[src/rtl/cpu_mem_loader.sv]
// Boot/load engine: turns a header+payload word stream into imem/dmem/regfile writes
// and runs the CPU under a cycle budget. Optional trailer checksum: LOADER_CHECKSUM_EN.
module cpu_mem_loader #(
    parameter int XLEN    = 32,
    parameter int IMEM_AW = 8,
    parameter int DMEM_AW = 8,
    parameter int RF_AW   = 5,
    parameter int CNT_W   = 16
) (
    input  logic               clk,
    input  logic               reset,
    input  logic               s_valid,
    output logic               s_ready,
    input  logic [XLEN-1:0]    s_data,
    output logic               imem_we,
    output logic [IMEM_AW-1:0] imem_addr,
    output logic [XLEN-1:0]    imem_wdata,
    output logic               dmem_we,
    output logic [DMEM_AW-1:0] dmem_addr,
    output logic [XLEN-1:0]    dmem_wdata,
    output logic               rf_we,
    output logic [RF_AW-1:0]   rf_addr,
    output logic [XLEN-1:0]    rf_wdata,
    input  logic               cpu_halt,
    output logic               cpu_run,
    output logic               done,
    output logic               timeout,
    output logic [CNT_W-1:0]   run_cycles,
    output logic               chk_err
);

    localparam int AW_ID  = (IMEM_AW > DMEM_AW) ? IMEM_AW : DMEM_AW;
    localparam int AW_MAX = (AW_ID > RF_AW) ? AW_ID : RF_AW;

    localparam logic [AW_MAX-1:0] PTR_ONE = 1;
    localparam logic [CNT_W-1:0]  CYC_ONE = 1;
    localparam logic [13:0]       REM_ONE = 1;
    localparam logic [15:0]       BUD_ONE = 1;

    typedef enum logic [1:0] {
        ST_IDLE = 2'd0,
        ST_LOAD = 2'd1,
        ST_CHK  = 2'd2,
        ST_RUN  = 2'd3
    } state_t;

    state_t              state_reg, state_next;
    logic                live_reg;
    logic [1:0]          tgt_reg, tgt_next;
    logic [13:0]         remain_reg, remain_next;
    logic [AW_MAX-1:0]   ptr_reg, ptr_next;
    logic [15:0]         budget_reg, budget_next;
    logic [CNT_W-1:0]    cyc_reg, cyc_next;
    logic                timeout_reg, timeout_next;
    logic                done_reg, done_next;
    logic [2:0]          we_reg, we_next;
    logic [AW_MAX-1:0]   waddr_reg, waddr_next;
    logic [XLEN-1:0]     wdata_reg, wdata_next;
    logic                accept;
    logic [1:0]          hdr_tgt;
    logic [13:0]         hdr_cnt;
    logic [15:0]         hdr_lo;
`ifdef LOADER_CHECKSUM_EN
    logic [XLEN-1:0]     xacc_reg, xacc_next;
    logic                chk_err_reg, chk_err_next;
`endif

    // live_reg holds s_ready low until the first edge after reset release
    assign s_ready = live_reg && (state_reg != ST_RUN);
    assign accept  = s_valid && s_ready;
    assign cpu_run = (state_reg == ST_RUN);
    assign hdr_tgt = s_data[31:30];
    assign hdr_cnt = s_data[29:16];
    assign hdr_lo  = s_data[15:0];

    always_comb begin
        state_next   = state_reg;
        tgt_next     = tgt_reg;
        remain_next  = remain_reg;
        ptr_next     = ptr_reg;
        budget_next  = budget_reg;
        cyc_next     = cyc_reg;
        timeout_next = timeout_reg;
        done_next    = 1'b0;
        we_next      = 3'b000;
        waddr_next   = waddr_reg;
        wdata_next   = wdata_reg;
`ifdef LOADER_CHECKSUM_EN
        xacc_next    = xacc_reg;
        chk_err_next = chk_err_reg;
`endif
        case (state_reg)
            ST_IDLE: begin
                if (accept) begin
                    if (hdr_tgt == 2'b11) begin
                        state_next   = ST_RUN;
                        budget_next  = hdr_lo;
                        cyc_next     = '0;
                        timeout_next = 1'b0;
                    end else begin
                        tgt_next    = hdr_tgt;
                        remain_next = hdr_cnt;
                        ptr_next    = hdr_lo[AW_MAX-1:0];
`ifdef LOADER_CHECKSUM_EN
                        xacc_next   = '0;
                        state_next  = (hdr_cnt != 14'd0) ? ST_LOAD : ST_CHK;
`else
                        state_next  = (hdr_cnt != 14'd0) ? ST_LOAD : ST_IDLE;
`endif
                    end
                end
            end
            ST_LOAD: begin
                if (accept) begin
                    case (tgt_reg)
                        2'b00:   we_next = 3'b001;
                        2'b01:   we_next = 3'b010;
                        default: we_next = 3'b100;
                    endcase
                    waddr_next  = ptr_reg;
                    wdata_next  = s_data;
                    ptr_next    = ptr_reg + PTR_ONE;
                    remain_next = remain_reg - REM_ONE;
`ifdef LOADER_CHECKSUM_EN
                    xacc_next   = xacc_reg ^ s_data;
                    if (remain_reg == REM_ONE) state_next = ST_CHK;
`else
                    if (remain_reg == REM_ONE) state_next = ST_IDLE;
`endif
                end
            end
            ST_CHK: begin
`ifdef LOADER_CHECKSUM_EN
                if (accept) begin
                    if (s_data != xacc_reg) chk_err_next = 1'b1;
                    state_next = ST_IDLE;
                end
`else
                state_next = ST_IDLE;
`endif
            end
            default: begin
                if (cyc_reg != '1) cyc_next = cyc_reg + CYC_ONE;
                if (budget_reg != 16'd0) budget_next = budget_reg - BUD_ONE;
                // halt has priority over a simultaneous budget expiry
                if (cpu_halt) begin
                    done_next  = 1'b1;
                    state_next = ST_IDLE;
                end else if (budget_reg == BUD_ONE) begin
                    done_next    = 1'b1;
                    timeout_next = 1'b1;
                    state_next   = ST_IDLE;
                end
            end
        endcase
    end

    always_ff @(posedge clk or negedge reset) begin
        if (!reset) begin
            state_reg   <= ST_IDLE;
            live_reg    <= 1'b0;
            tgt_reg     <= 2'b00;
            remain_reg  <= '0;
            ptr_reg     <= '0;
            budget_reg  <= '0;
            cyc_reg     <= '0;
            timeout_reg <= 1'b0;
            done_reg    <= 1'b0;
            we_reg      <= 3'b000;
            waddr_reg   <= '0;
            wdata_reg   <= '0;
`ifdef LOADER_CHECKSUM_EN
            xacc_reg    <= '0;
            chk_err_reg <= 1'b0;
`endif
        end else begin
            state_reg   <= state_next;
            live_reg    <= 1'b1;
            tgt_reg     <= tgt_next;
            remain_reg  <= remain_next;
            ptr_reg     <= ptr_next;
            budget_reg  <= budget_next;
            cyc_reg     <= cyc_next;
            timeout_reg <= timeout_next;
            done_reg    <= done_next;
            we_reg      <= we_next;
            waddr_reg   <= waddr_next;
            wdata_reg   <= wdata_next;
`ifdef LOADER_CHECKSUM_EN
            xacc_reg    <= xacc_next;
            chk_err_reg <= chk_err_next;
`endif
        end
    end

    // One shared address/data register; each target sees its own address width.
    assign imem_we    = we_reg[0];
    assign dmem_we    = we_reg[1];
    assign rf_we      = we_reg[2];
    assign imem_addr  = waddr_reg[IMEM_AW-1:0];
    assign dmem_addr  = waddr_reg[DMEM_AW-1:0];
    assign rf_addr    = waddr_reg[RF_AW-1:0];
    assign imem_wdata = wdata_reg;
    assign dmem_wdata = wdata_reg;
    assign rf_wdata   = wdata_reg;
    assign done       = done_reg;
    assign timeout    = timeout_reg;
    assign run_cycles = cyc_reg;
`ifdef LOADER_CHECKSUM_EN
    assign chk_err    = chk_err_reg;
`else
    assign chk_err    = 1'b0;
`endif

endmodule

[config.mk]
export PLATFORM = sky130hd
export DESIGN_NAME = cpu_mem_loader
export DESIGN_NICKNAME = d
export VERILOG_FILES = /design/src/rtl/cpu_mem_loader.sv
export SDC_FILE = /design/constraint.sdc
export NUM_CORES = 1
export LEC_CHECK = 0
export ABC_AREA = 1
export CELL_PAD_IN_SITES_DETAIL_PLACEMENT = 2
export CELL_PAD_IN_SITES_GLOBAL_PLACEMENT = 2
export CORE_UTILIZATION = 30
export CTS_BUF_LIST = sky130_fd_sc_hd__clkbuf_4
export CTS_CLUSTER_SIZE = 8
export DETAILED_ROUTE_END_ITERATION = 8
export HOLD_SLACK_MARGIN = 0.15
export PLACE_DENSITY_LB_ADDON = 0.1
export RECOVER_POWER = 25
export SYNTH_ARGS = -nofsm -noshare
export SYNTH_HDL_FRONTEND = slang
export SYNTH_SLANG_ARGS = --single-unit
export TNS_END_PERCENT = 10
[constraint.sdc]
create_clock -name clk -period 2.58 [get_ports clk]
set_clock_uncertainty 0.05 [all_clocks]
set_input_delay 0.516 -clock clk [delete_from_list [all_inputs] [get_ports clk]]
set_output_delay 0.516 -clock clk [all_outputs]
set_load 0.05 [all_outputs]
; After elaboration in Yosys (flattened, before gate mapping)
; Cells that the tools add are included.
[word_totals]
register_bits = 104
inputBits = 36
out_inout_bits = 141
elab_cells = 88
[op_classes]
n_addsub = 4
n_eq_ne = 15
muxes = 35
bitwise = 2
n_reduce_logical = 20
[op_table]
columns = cell, n
row1 = two-way mux 16 bit, 6
row2 = case mux 16 bit (2 select lines), 2
row3 = two-way mux 14 bit, 3
row4 = case mux 14 bit (2 select lines), 1
row5 = two-way mux 8 bit, 3
row6 = "adder 16 x 1 -> 16 bit, second input constant", 1
row7 = "equality test 16 x 1 -> 1 bit, second input constant", 1
row8 = "!= test 16 bit, second input constant", 1
row9 = case mux 8 bit (2 select lines), 1
row10 = AND reduction 4 bit, 4
row11 = nonzero test 16 bit, 1
row12 = "subtractor 16 x 1 -> 16 bit, second input constant", 1
row13 = "equality test 14 x 1 -> 1 bit, second input constant", 1
row14 = nonzero test 14 bit, 1
row15 = "subtractor 14 x 1 -> 14 bit, second input constant", 1
row16 = two-way mux 2 bit, 6
row17 = "!= test 2 bit, second input constant", 6
row18 = "adder 8 x 1 -> 8 bit, second input constant", 1
row19 = two-way mux 1 bit, 8
row20 = nonzero test 2 bit, 4
row21 = "equality test 2 bit, second input constant", 3
row22 = two-way mux 3 bit, 2
row23 = case mux 2 bit (3 select lines), 1
row24 = case mux 3 bit (2 select lines), 1
row25 = 12 further kinds, 16

; Logic depth before layout (Yosys ltp)
[depth]
word_depth = 5
ltp_mapped = 12
mapped_depth_nobuf = 12

; Worst setup path after synthesis
; Ideal clock, no wire load.
[synth_timing]
path_type = register to register
startpoint = reg state_reg[0]
endpoint = reg cyc_reg[10], in the netlist run_cycles[10]
setup_time_ns = 0.120
arrival_ns = 2.265
t_required_ns = 2.410
path_slack_ns = 0.144
path_stages_with_launch = 11
n_path_buf = 1
period_less_slack_ns = 2.436
cell_sequence = dfrtp_1 > ha_1 > nor2_2 > nand2_1 > nand2_2 > nand3_4 > inv_4 > nand2_8 > buf_12 > nand2_1 > o21ai_2
[synth_via]
elab_chain_len = 5
word_cells_on_any_way = 13
[synth_rtl]
columns = item, line
row1 = "start, declared", 47  ; state_t state_reg, state_next;
row2 = "start signal, assigned", 177  ; state_reg <= state_next;
row3 = != test 2 bit, 69  ; assign s_ready = live_reg && (state_reg != ST_RUN);
row4 = logical AND 1 bit, 69
row5 = named net s_ready, 13  ; output logic s_ready,
row6 = logical AND 1 bit, 70  ; assign accept = s_valid && s_ready;
row7 = != test 2 bit (no line), n/a
row8 = AND reduction 4 bit (no line), n/a
row9 = "end signal, assigned", 183  ; cyc_reg <= cyc_next;
row10 = "end, declared", 53  ; logic [CNT_W-1:0] cyc_reg, cyc_next;
; The timed path passes the listed nets, and every way through them passes these cells.
; A chain may end at the register's enable or synchronous reset.

; Final worst setup path
[layout_timing]
startpoint = reg wdata_reg[31], in the netlist dmem_wdata[31]
endpoint = out dmem_wdata[31]
[layout_rtl]
columns = item, line
row1 = "start, declared", 58  ; logic [XLEN-1:0] wdata_reg, wdata_next;
row2 = "start signal, assigned", 188  ; wdata_reg <= wdata_next;
row3 = "end, declared", 20  ; output logic [XLEN-1:0] dmem_wdata,
; No word-level cell between the ends.

==> impl_metrics.yaml <==
run_status:
  outcome: "complete, no violations"
global_route:
  antenna_found_initial: 1
  grt_use_met1_pct: 23.8
  first_global_vias: 6316
  grt_max_degree: 44
  grtUsageTotal_pct: 19.7
  grt_pass1_wl_mm: 33.9
  grt_use_met2_pct: 35.9
  grt.met3_usage_pct: 3.96
  grt.overflow.total: 0
  grt_busiest_layer: "met2"
placement:
  detailed_place_hpwl_mm: 16.1
  dp_slack_ns: 0.313
  io_buffers: 175
  dp.cells: 1202
  post_dp_cell_area_um2: 7930
  gp_congestion: 0.781
layout:
  area_growth_pct: 25.1
  final_cells: 1220
  regArea_um2: 2600
  multi_input_comb_area_um2: 2800
  final_area_um2: 8070
  drive_above_1_share_pct: 9.64
  fin_nets: 985
  largest_reg_flops: 32
  fillers: 2436
setup_path:
  worstPathArrival_ns: 1.92
  slowest_delay_ns: 0.88
  critPathLaunchType: "register"
  crit_slowest_cell: "clkdlybuf4s50_1"
  crit_required_ns: 2.01
  critPathBufInv: 1
  r2r_end: "remain_reg[2]$_DFFE_PN0P_"
  reg2reg_slack_ns: 0.54
  crit_path_end_kind: "primary output"
  cp_cell_sequence: "clkdlybuf4s50_1"
  critPathMaxFanout: 4
  reg2regPathDepth: 9
  critPathKind: "reg2out"
  critPathTopFamily: "buffers and inverters"
  timing.rr.start: "state_reg[0]$_DFFE_PN0P_"
clocking:
  root_buffer: "clkbuf_4"
  insertion_delay_ns: 0.51
  numCtsBuffers: 9
  htree_levels: 3
  clk_pin_slew_ns: 0.19
  clk_path_buf_depth: 2
  cts_sinks: 104
  cts_tree: "done"
route:
  first_pass_iters: 5
  routed_wl_mm: 20.8
  drtIter0Drc: 137
  antenna_left: 0
  via_count: 5826
  vias_per_cell: 4.78
  drcViolationCount: 0
  wire_per_inst_um: 17.1
die:
  chipHeight_um: 149
  core_um2: 21000
  rows: 53
  chipWidth_um: 149
  dieArea_um2: 22100
  start_util_pct: 30.7
  ios: 177
yosys:
  synth-xor-area-share_pct: 1.09
  synthArstFlopShare_pct: 100
  synth_compound_gate_area_share_pct: 10.5
  synthAdderAreaFrac_pct: 1.94
  synth-edff-count: 0
  yosysSeqAreaShare_pct: 40.3
  syn_area_um2: 6450
  synthTopCellsByArea: "dfrtp_1 (40%), nand2_1 (12%), buf_4 (9.7%)"
  synth_top_area_cell: "dfrtp_1"
  synth_top_family_by_area: "simple AND/OR/NAND/NOR gates"
  synth_mux_area_share_pct: 2.97
  ys.flop_type: "dfrtp_1"
  ys_ff_latch: 104
  yosysUniqueCellTypes: 41
  yosysWarnings: 0
  synthSimpleGateAreaFrac_pct: 26.8
  syn_avg_cell_area_um2: 7.66
  netlist_instances: 842
  synth_top_area_share_pct: 40.3
  syn_nets: 888
sta:
  worst_slew_pin_slew_ns: 1.19
  max_freq_mhz: 401
  rsz0062_at_grt: "false"
  finalCriticalPeriod_ns: 2.49
  fin_ws_ns: 0.0890
  timing.slew.headroom_pct: 20.7
  slew_violations: 0
  fin_crit_sh_pct: 96.5
  finalSetupViolations: 0
  fin_setup_tns_ns: 0
  hold_viol: 0
min_path:
  hp-class: "in2async"
run:
  max-cap-violations: 0
==> placed cells by master (no fill, tap or decap), types with 5 or more instances in the layout <==
| master | instances |
|---|---|
| a21oi_1 | 18 |
| buf_4 | 11 |
| clkbuf_4 | 9 |
| clkdlybuf4s50_1 | 171 |
| dfrtp_1 | 104 |
| ha_1 | 10 |
| inv_1 | 73 |
| mux2_2 | 17 |
| nand2_1 | 213 |
| nand2_2 | 13 |
| nand3_1 | 52 |
| nand4_1 | 7 |
| nor2_1 | 94 |
| o21ai_0 | 66 |
| o21ai_1 | 9 |
| o21ai_2 | 10 |
| o21bai_1 | 5 |
==> stage by stage <==
stage          hold WS (ns)  utilization (%)
3_3_place_gp          0.372             37.7
6_report              0.401             38.4
3_5_place_dp          0.391             37.7
5_1_grt               0.396             38.4
2_1_floorplan         0.170                -
4_1_cts               0.403             38.5
==> cell type report <==
cell class / count / share of cell area (%)
inverter: 79 / 3.72
clock buffer: 9 / 0.837
multi-input combinational: 556 / 34.7
sequential: 104 / 32.2
clock inverter: 7 / 0.946
antenna: 1 / 0.0310
tap: 275 / 4.26
timing repair buffer: 189 / 23.2
==> cell families (layout without fill, tap and decap cells) <==
kind of cell,count (synthesis),in the layout
AOI/OAI and AO/OA,119,119
xor gates and xnor gates,8,8
adders and majority gates,10,10
buffers and inverters,182,284
DFF,104,104
muxes,17,17
other,2,3
and+or+nand+nor,400,400
==> worst max path at each step <==
| stage | from | to | slack, ns | depth (start not counted) |
|---|---|---|---|---|
| floorplan | state_reg[0]$_DFFE_PN0P_ | run_cycles[10]$_DFFE_PN0P_ | 0.14 | 10 |
| global placement | s_valid | dmem_wdata[11]$_DFFE_PN0P_ | 0.39 | 6 |
| detailed placement | s_data[31] | budget_reg[15]$_DFFE_PN0P_ | 0.31 | 7 |
| CTS | dmem_wdata[31]$_DFFE_PN0P_ | dmem_wdata[31] | 0.02 | 1 |
| global route | run_cycles[12]$_DFFE_PN0P_ | run_cycles[12] | 0.005 | 1 |
| finish | dmem_wdata[31]$_DFFE_PN0P_ | dmem_wdata[31] | 0.09 | 1 |
==> cell usage after synthesis, types with 4 or more instances <==
cell,count
buf_4,83
o211ai_1,4
nand3_1,52
mux2_2,17
xor2_1,4
inv_2,4
o21bai_1,5
buf_2,8
nor3_1,4
o21ai_0,66
o21ai_1,9
xnor2_1,4
nor2_1,94
inv_1,73
ha_1,10
dfrtp_1,104
nand4_1,7
nand2_2,12
o21ai_2,10
a21oi_1,18
clkbuf_1,7
nand2_1,214
nor2_2,4
==> per-layer routing <==
metal,share of wire [%],up-vias
met5,0,-
met1,44,2906
met3,3.8,16
met4,1.0,0
met2,51,117
li1,-,2787
==> what timing repair did <==
item | in CTS | in global routing
resized for setup | 1 | 1
buffers inserted | 0 | 0
hold buffers | 1 | 0
hold endpoints to repair | 29 | 0
endpoints found under the setup margin | 1 | 1
Power is not shown: default switching activity piles up to over one toggle a cycle in this logic, so the estimate is an artifact.
